### src/rtl/gpio_input_port_pkg.sv
// Shared definitions for gpio_input_port.
// Contents:
//   - register window offsets
//   - bus responder state encodings
//   - the packed bus request payload
package gpio_input_port_pkg;

  localparam int unsigned BUS_DW = 32;
  localparam int unsigned BUS_SW = 4;

  // Byte offsets inside the 16-byte register window
  localparam logic [3:0] REG_STATE  = 4'h0;
  localparam logic [3:0] REG_EVENTS = 4'h4;
  localparam logic [3:0] REG_MASK   = 4'h8;

  // Bus responder states
  localparam logic [0:0] BUS_IDLE = 1'b0;
  localparam logic [0:0] BUS_ACK  = 1'b1;

  typedef struct packed {
    logic [BUS_DW-1:0] addr;
    logic [BUS_DW-1:0] wdata;
    logic [BUS_SW-1:0] wstrb;
  } mem_req_t;

endpackage

### src/rtl/input_debounce.sv
// One input bit: 2-FF synchroniser followed by a stability-counting debouncer.
// Ports:
//   clk, resetn  clock, synchronous active-low reset
//   pin          raw asynchronous pin level
//   level        debounced level (registered)
//   rise_c       combinational pulse: level goes 0->1 at the coming edge
module input_debounce #(
  parameter int unsigned DEBOUNCE_CYCLES = 1000
) (
  input  logic clk,
  input  logic resetn,
  input  logic pin,
  output logic level,
  output logic rise_c
);

  localparam int unsigned     CW       = $clog2(DEBOUNCE_CYCLES);
  localparam logic [CW-1:0]   CNT_LAST = CW'(DEBOUNCE_CYCLES - 1);

  logic          sync0;
  logic          sync1;
  logic [CW-1:0] cnt;
  logic          flip_c;

  // Flip once the mismatch has been seen on DEBOUNCE_CYCLES consecutive edges
  assign flip_c = (sync1 != level) && (cnt == CNT_LAST);
  assign rise_c = flip_c && !level;

  always_ff @(posedge clk) begin
    if (!resetn) begin
      sync0 <= 1'b0;
      sync1 <= 1'b0;
      cnt   <= '0;
      level <= 1'b0;
    end else begin
      sync0 <= pin;
      sync1 <= sync0;
      if (sync1 == level) begin
        cnt <= '0;
      end else if (flip_c) begin
        cnt   <= '0;
        level <= ~level;
      end else begin
        cnt <= cnt + CW'(1);
      end
    end
  end

endmodule

### src/rtl/gpio_input_port.sv
// Memory-mapped debounced input port with sticky rising-edge events and a
// maskable level interrupt, on the picorv32 native memory bus.
// Ports:
//   clk, resetn                 clock, synchronous active-low reset
//   in_pins[NUM_INPUTS]         raw asynchronous pins
//   mem_valid/addr/wdata/wstrb  bus request (wstrb==0 is a read)
//   mem_ready, mem_rdata        one-cycle acknowledge and read data
//   irq                         |(EVENTS & IRQ_MASK)
module gpio_input_port
  import gpio_input_port_pkg::*;
#(
  parameter int unsigned NUM_INPUTS      = 8,
  parameter int unsigned DEBOUNCE_CYCLES = 1000,
  parameter logic [31:0] BASE_ADDR       = 32'h0300_0000
) (
  input  logic                  clk,
  input  logic                  resetn,
  input  logic [NUM_INPUTS-1:0] in_pins,
  input  logic                  mem_valid,
  input  logic [31:0]           mem_addr,
  input  logic [31:0]           mem_wdata,
  input  logic [3:0]            mem_wstrb,
  output logic                  mem_ready,
  output logic [31:0]           mem_rdata,
  output logic                  irq
);

  mem_req_t              req_c;
  logic [NUM_INPUTS-1:0] level;
  logic [NUM_INPUTS-1:0] rise_c;
  logic [NUM_INPUTS-1:0] wmask_c;
  logic [NUM_INPUTS-1:0] wbits_c;
  logic [NUM_INPUTS-1:0] clr_c;
  logic [NUM_INPUTS-1:0] events_q;
  logic [NUM_INPUTS-1:0] mask_q;
  logic [NUM_INPUTS-1:0] mask_d;
  logic [0:0]            state_q;
  logic [0:0]            state_d;
  logic                  sel_c;
  logic                  wr_c;
  logic                  ready_d;
  logic [31:0]           rdata_c;
  logic [31:0]           rdata_d;
  logic [3:0]            off_c;
  logic                  unused_c;

  assign req_c    = '{addr: mem_addr, wdata: mem_wdata, wstrb: mem_wstrb};
  assign sel_c    = mem_valid && (req_c.addr[31:4] == BASE_ADDR[31:4]);
  assign wr_c     = |req_c.wstrb;
  assign off_c    = {req_c.addr[3:2], 2'b00};
  assign wbits_c  = req_c.wdata[NUM_INPUTS-1:0];
  assign unused_c = ^{req_c.addr[1:0], req_c.wdata, req_c.wstrb};

  // Per-bit input conditioning and per-bit byte-lane write enable
  for (genvar i = 0; i < NUM_INPUTS; i++) begin : g_bit
    input_debounce #(
      .DEBOUNCE_CYCLES(DEBOUNCE_CYCLES)
    ) u_debounce (
      .clk   (clk),
      .resetn(resetn),
      .pin   (in_pins[i]),
      .level (level[i]),
      .rise_c(rise_c[i])
    );
    assign wmask_c[i] = req_c.wstrb[i / 8];
  end

  // Read mux over the pre-edge register values
  always_comb begin
    rdata_c = '0;
    case (off_c)
      REG_STATE:  rdata_c = 32'(level);
      REG_EVENTS: rdata_c = 32'(events_q);
      REG_MASK:   rdata_c = 32'(mask_q);
      default:    rdata_c = '0;
    endcase
  end

  // Bus responder next state, registered-output values and write decode
  always_comb begin
    state_d = state_q;
    ready_d = 1'b0;
    rdata_d = '0;
    mask_d  = mask_q;
    clr_c   = '0;
    case (state_q)
      BUS_IDLE: begin
        if (sel_c) begin
          state_d = BUS_ACK;
          ready_d = 1'b1;
          rdata_d = rdata_c;
          if (wr_c) begin
            if (off_c == REG_EVENTS) clr_c = wbits_c & wmask_c;
            if (off_c == REG_MASK)   mask_d = (mask_q & ~wmask_c) | (wbits_c & wmask_c);
          end
        end
      end
      BUS_ACK: state_d = BUS_IDLE;
      default: state_d = BUS_IDLE;
    endcase
  end

  // State register; a new rise beats a same-cycle W1C
  always_ff @(posedge clk) begin
    if (!resetn) begin
      state_q   <= BUS_IDLE;
      mem_ready <= 1'b0;
      mem_rdata <= '0;
      events_q  <= '0;
      mask_q    <= '0;
    end else begin
      state_q   <= state_d;
      mem_ready <= ready_d;
      mem_rdata <= rdata_d;
      events_q  <= (events_q & ~clr_c) | rise_c;
      mask_q    <= mask_d;
    end
  end

  assign irq = |(events_q & mask_q);

endmodule

### config.mk
export PLATFORM = sky130hd
export DESIGN_NAME = gpio_input_port
export DESIGN_NICKNAME = d
export VERILOG_FILES = /design/src/rtl/gpio_input_port_pkg.sv /design/src/rtl/input_debounce.sv /design/src/rtl/gpio_input_port.sv
export SDC_FILE = /design/constraint.sdc
export NUM_CORES = 1
export LEC_CHECK = 0
export CAP_MARGIN = 5
export CORE_MARGIN = 1.5
export CORE_UTILIZATION = 56
export DETAILED_ROUTE_END_ITERATION = 8
export PLACE_DENSITY = 0.85
export SKIP_LAST_GASP = 1
export SLEW_MARGIN = 20
export SYNTH_ARGS = -nofsm -noshare
export SYNTH_HDL_FRONTEND = slang
export SYNTH_HIERARCHICAL = 1
export SYNTH_SLANG_ARGS = --single-unit
### constraint.sdc
create_clock -name clk -period 2.4 [get_ports clk]
set_input_delay 0.48 -clock clk [delete_from_list [all_inputs] [get_ports clk]]
set_output_delay 0.48 -clock clk [all_outputs]
set_load 0.005 [all_outputs]
==> results of run 1 <==
area by class of cell:
type,count,area [sq um]
clock buffer,18,417.9
clock inverter,14,190.2
fill,749,3048
inverter,17,63.81
multi-input combinational,477,3049
sequential,129,2582
tap,136,170.2
timing repair buffer,66,663.1
cell usage in the layout, fill, tap and decap left out, drive strengths merged:
cell type      instances
dfxtp                129
nand2                 74
nor2                  65
clkdlybuf4s50         58
nand3                 32
and2                  32
and3                  32
conb                  24
xor2                  24
xnor2                 24
nand4                 19
clkbuf                18
inv                   17
mux2i                 16
o21ai                 16
nor3b                 16
a21oi                 16
a31oi                  8
and4                   8
o221a                  8
a21boi                 8
a21o                   8
o211ai                 8
or3                    8
o21a                   8
ha                     8
buf                    8
clkinv                 8
nor4                   6
a22oi                  4
bufinv                 4
nor3                   2
clkinvlp               2
nor4b                  1
nor4bb                 1
nor2b                  1
metal layers:
| layer | global-route usage [%] | wire length (um) | up-vias |
|---|---|---|---|
| met5 | 0 | 0 | - |
| met4 | 7.143 | 119 | 0 |
| met3 | 7.299 | 592 | 12 |
| met2 | 40.52 | 6068 | 112 |
| met1 | 26.33 | 5306 | 2281 |
| li1 | - | - | 2325 |
sequential cells by signal, indices dropped and copies added, names as in the netlist, named ones only:
register                cells
g_bit.u_debounce/level      8
events_q                    8
mem_rdata                   8
g_bit.u_debounce/cnt       80
g_bit.u_debounce/sync0      8
mem_ready                   1
g_bit.u_debounce/sync1      8
kinds of logic after synthesis:
kind of cell	after synthesis
xor gates and xnor gates	48
and+or+nand+nor	297
buffers and inverters	46
AOI/OAI and AO/OA	84
muxes	16
DFF	129
adders and majority gates	8
other	1
path summary, 6_finish.rpt:
check	from	to	slack, ns	cells after the start
setup / recovery	events_q[5]$_SDFF_PN0_	irq	0.25	3
hold / removal	g_bit[1].u_debounce/sync0$_SDFF_PN0_	g_bit[1].u_debounce/sync1$_SDFF_PN0_	0.43	1
setup reg to reg	g_bit[5].u_debounce/cnt[5]$_SDFF_PP0_	events_q[5]$_SDFF_PN0_	0.80	5
hold reg to reg	g_bit[1].u_debounce/sync0$_SDFF_PN0_	g_bit[1].u_debounce/sync1$_SDFF_PN0_	0.43	1
report_power, final:
group | internal (uW) | total [uW] | leakage, uW | switching [uW]
clock | 1680 | 2600 | 0.000294 | 918
combinational | 102 | 178 | 0.00128 | 76.8
sequential | 2160 | 2170 | 0.00104 | 9.69
through the flow:
stage / power (uW) / utilization [%] / worst slack [ns] / instance area, sq um / hold slack (ns)
floorplan: 2302 / - / 0.5953 / 5898 / 0.4118
global route: 5099 / 70.07 / 0.1997 / 7137 / 0.4455
finish: 4947 / 70.07 / 0.2465 / 7137 / 0.4309
detailed placement: 2391 / 64.10 / 0.1972 / 6529 / 0.4169
global placement: 2387 / 64.10 / 0.2254 / 6529 / 0.4152
CTS: 4983 / 70.07 / 0.2297 / 7137 / 0.4304
==> impl_metrics.tcl, run 1 <==
set metrics [dict create \
    status "completed" \
    grt_max_degree 66 \
    clock-sinks 129 \
    cts_setup_buffers 0 \
    synthCells 629 \
    synth-compound-area-share_pct 10.51 \
    routed_wl_um 12090 \
    clock_latency_ns 0.52 \
    fin_cells 857 \
    grt_overflow 0 \
    cts_buffers 17 \
    cts_hold_buf 0 \
    diodes 0 \
    grt_setup_unrepaired "false" \
    final.setup_skew_ns 0.005474 \
    crit_family "buffers and inverters" \
    dr.pass1.iters 5 \
    cp_max_fo 3 \
    yosys.cell_types.count 40 \
    clk_path_buf_depth 2 \
    crit_chain "a22oi_1 -> nand4_1 -> clkdlybuf4s50_1" \
    synthSimpleGateAreaFrac_pct 28.70 \
    avgSynthCellArea_sq_um 9.240 \
    cts.reportedPaths.clkPinSlew_ns 0.06 \
    cpMaxStageDelayCell "clkdlybuf4s50_1" \
    synthArstFlopShare_pct 0 \
    route.vias.total 4730 \
    finalHoldViolCount 0 \
    cts_tree "yes" \
    ant_nets 0 \
    synth.top_cells.by_count "dfxtp_1, nand2_1, nor2_1" \
    die_height_um 104.9 \
    yosysSeqAreaShare_pct 44.43 \
    arrival_ns 1.67 \
    nets 795 \
    grt_pass1_wl_um 20240 \
    pin_count 113 \
    viasPerCell 5.519 \
    row_count 37 \
    yosysMostFrequentCell "dfxtp_1" \
    vdd_ir_drop_max_mv 0.4002 \
    fin_crit_ns 2.154 \
    drive_gt1_share_pct 14.01 \
    end_kind "output port" \
    groute.usage.overall_pct 22.97 \
    area_delta_synth_final_pct 22.80 \
    postCtsResizedCells 0 \
    yosysWarnings 6 \
    fmax_mhz 464.4 \
    yosys.area_share.adder_pct 1.722 \
    synth-main-ff-cell "dfxtp_1" \
    muxShareOfSynthArea_pct 2.756 \
    wl_per_cell_um 14.10 \
    power_per_cell_area_mw_per_mm2 693.2 \
    crit_required_ns 1.92 \
    port_buffers 59 \
    synth_edf_count 0 \
    yosysTopAreaCell "dfxtp_1" \
    dp_hpwl_um 8211 \
    gp_congestion 0.7912 \
    power_leakage_uw 0.002619 \
    crit_type "reg -> out" \
    coreArea_sq_mm 0.01018 \
    die_area_sq_mm 0.01100 \
    grt_pass1_vias 4561 \
    cap_violations 0 \
    cts_htree_levels 4 \
    die_w_um 104.9 \
    route.detailed.drc 0 \
    final.setup.tns_ns 0 \
    post-place-cells 825 \
    drt_iter0_drc 241 \
    max_stage_delay_ns 0.50 \
    setup_viol 0 \
    cp-start-kind "flop" \
    hold_path.class "reg -> reg" \
    yosysTopAreaCellShare_pct 44.43 \
    timing.final.crit_share_pct 89.73 \
    root_buffer "clkbuf_8" \
    antenna_found_initial 0 \
    maxSlewViolCount 0 \
    synth-xor-area-share_pct 7.234 \
    synth_top_family_by_area "simple AND/OR/NAND/NOR gates" \
    synth_area_leaders "dfxtp_1, nand2_1, nor2_1" \
    ys_ff_latch 129 \
    initial_core_util_pct 57.06 \
    critPathBufInv 1 \
    synth_area_sq_mm 0.005812 \
]
Note: power is estimated with default switching activity, not from simulation.
==> run 2: changes to the inputs <==
Settings changed: CORE_UTILIZATION 56 to 30, GPL_TIMING_DRIVEN set to 0, PLACE_DENSITY 0.85 to not set.
==> run 2 against run 1 <==
Effect of this change: routed wire length is 1.8% lower; first-iteration DRC count is 2.9% higher; clock power fell by 3%; critical path type is now in -> reg; maximum frequency grew 1.7%; cell count is 17% higher; worst setup slack gained 0.035 ns; highest routed layer unchanged; flip-flop and latch count stayed put.
==> impl_metrics.tcl, run 2 (synthesis gave the netlist of run 1 again) <==
set metrics [dict create \
    area_delta_synth_final_pct 27.38 \
    final.fill_count 1913 \
    groute.usage.overall_pct 12.21 \
    cp_max_fo 8 \
    dp_hpwl_um 8528 \
    largest_reg_flops 80 \
    worstMarginPinSlew_ns 0.7250 \
    arrival_ns 2.46 \
    clock-sinks 129 \
    status "completed" \
    drive_gt1_share_pct 16.19 \
    timing.final.crit_share_pct 88.27 \
    viasPerCell 4.503 \
    dr.pass1.iters 4 \
    route.vias.total 4508 \
    port_buffers 57 \
    coreArea_sq_mm 0.01883 \
    die_area_sq_mm 0.02022 \
    cts_setup_buffers 0 \
    hold_path.class "in -> reg" \
    maxSlewViolCount 0 \
    cts_buffers 17 \
    drt_iter0_drc 248 \
    pin_count 113 \
    reg2reg_from "mem_ready$_SDFF_PP0_" \
    clock_latency_ns 0.41 \
    fin_crit_ns 2.118 \
    vdd_ir_drop_max_mv 0.4632 \
    row_count 50 \
    wl_per_cell_um 11.86 \
    cp-start-kind "input pin" \
    die_height_um 142.2 \
    cts_tree "yes" \
    place_area_sq_mm 0.006814 \
    grt_setup_unrepaired "false" \
    final_common_cell "dfxtp_1" \
    initial_core_util_pct 30.86 \
    fmax_mhz 472.1 \
    whs_ns 0.3861 \
    grt_pass1_wl_um 19570 \
    largest_register "g_bit.u_debounce/cnt" \
    regArea_sq_mm 0.002582 \
    crit_start "mem_addr[24]" \
    hp-start "resetn" \
    power_per_cell_area_mw_per_mm2 660.4 \
    diodes 0 \
    setup_viol 0 \
    cts.reportedPaths.clkPinSlew_ns 0.05 \
    final.setup_skew_ns 0.005276 \
    antenna_found_initial 0 \
    crit_required_ns 2.74 \
    end_kind "flop" \
    root_buffer "clkbuf_16" \
    crit_type "in -> reg" \
    nets 816 \
    multi_input_area_sq_mm 0.003059 \
    routed_wl_um 11870 \
    r2r_slack_ns 0.54 \
    grt_max_degree 43 \
    gp_congestion 0.7721 \
    maxSlewHeadroom_pct 51.30 \
    clk_path_buf_depth 2 \
    cap_violations 0 \
    layout_common_cells "dfxtp_1, nand2_1, nor2_1" \
    cts_htree_levels 4 \
    grt_pass1_vias 4126 \
    grt_overflow 0 \
    die_w_um 142.2 \
    power_leakage_uw 0.002719 \
    finalInstanceArea_sq_mm 0.007403 \
    route.detailed.drc 0 \
    worstRegToRegCells 4 \
    finalHoldViolCount 0 \
    ant_nets 0 \
]
-- run 2: per-stage QoR --
step | total power (uW) | util, % | setup slack [ns] | cells | setup TNS [ns]
2_1_floorplan | 2302 | - | 0.5953 | 652 | 0
3_3_place_gp | 2417 | 36.08 | -0.9959 | 969 | -41.35
3_5_place_dp | 2420 | 36.19 | -0.3784 | 970 | -5.066
4_1_cts | 4954 | 39.29 | 0.04677 | 1001 | 0
5_1_grt | 5069 | 39.32 | 0.1089 | 1001 | 0
6_report | 4889 | 39.32 | 0.2816 | 1001 | 0
-- run 2: cell type report --
type	count	area share, %
Clock inverter	5	1.014
Multi-Input combinational cell	477	41.32
Timing Repair Buffer	58	7.909
Buffer	29	2.738
Tap cell	260	4.394
Clock buffer	26	6.878
Inverter	17	0.8619
Sequential cell	129	34.88
-- run 2: timing repair --
action,4_1_cts,5_1_grt
hold buffers,0,0
resized for setup,0,1
endpoints found under the setup margin,0,8
-- run 2: report_power, final --
group	switching (uW)	internal [uW]
registers	9.58	2160
clock network	859	1660
logic	81.9	122
total	950	3940
-- run 2: metal layers --
layer  up-vias  wire length [um]  track usage (%)
li1       2358                 -                -
met1      2057              5850            15.49
met2        82              5225            19.51
met3        11               653            4.004
met4         0               140            4.069
met5         -                 0                0
-- run 2: worst min-delay path by stage --
stage	slack, ns	cells after the start	to
2_1_floorplan	0.41	1	g_bit[0].u_debounce/sync1$_SDFF_PN0_
3_3_place_gp	0.41	1	g_bit[2].u_debounce/sync1$_SDFF_PN0_
3_5_place_dp	0.42	1	g_bit[6].u_debounce/sync1$_SDFF_PN0_
4_1_cts	0.39	2	g_bit[4].u_debounce/sync0$_SDFF_PN0_
5_1_grt	0.41	2	g_bit[4].u_debounce/sync1$_SDFF_PN0_
6_report	0.39	2	g_bit[4].u_debounce/sync0$_SDFF_PN0_
-- run 2: critical path, cell delays in order --
cell             delay [ns]
clkdlybuf4s50_1        0.44
nor4bb_1               0.27
nand4_1                0.31
nor4_4                 0.70
mux2i_1                0.25
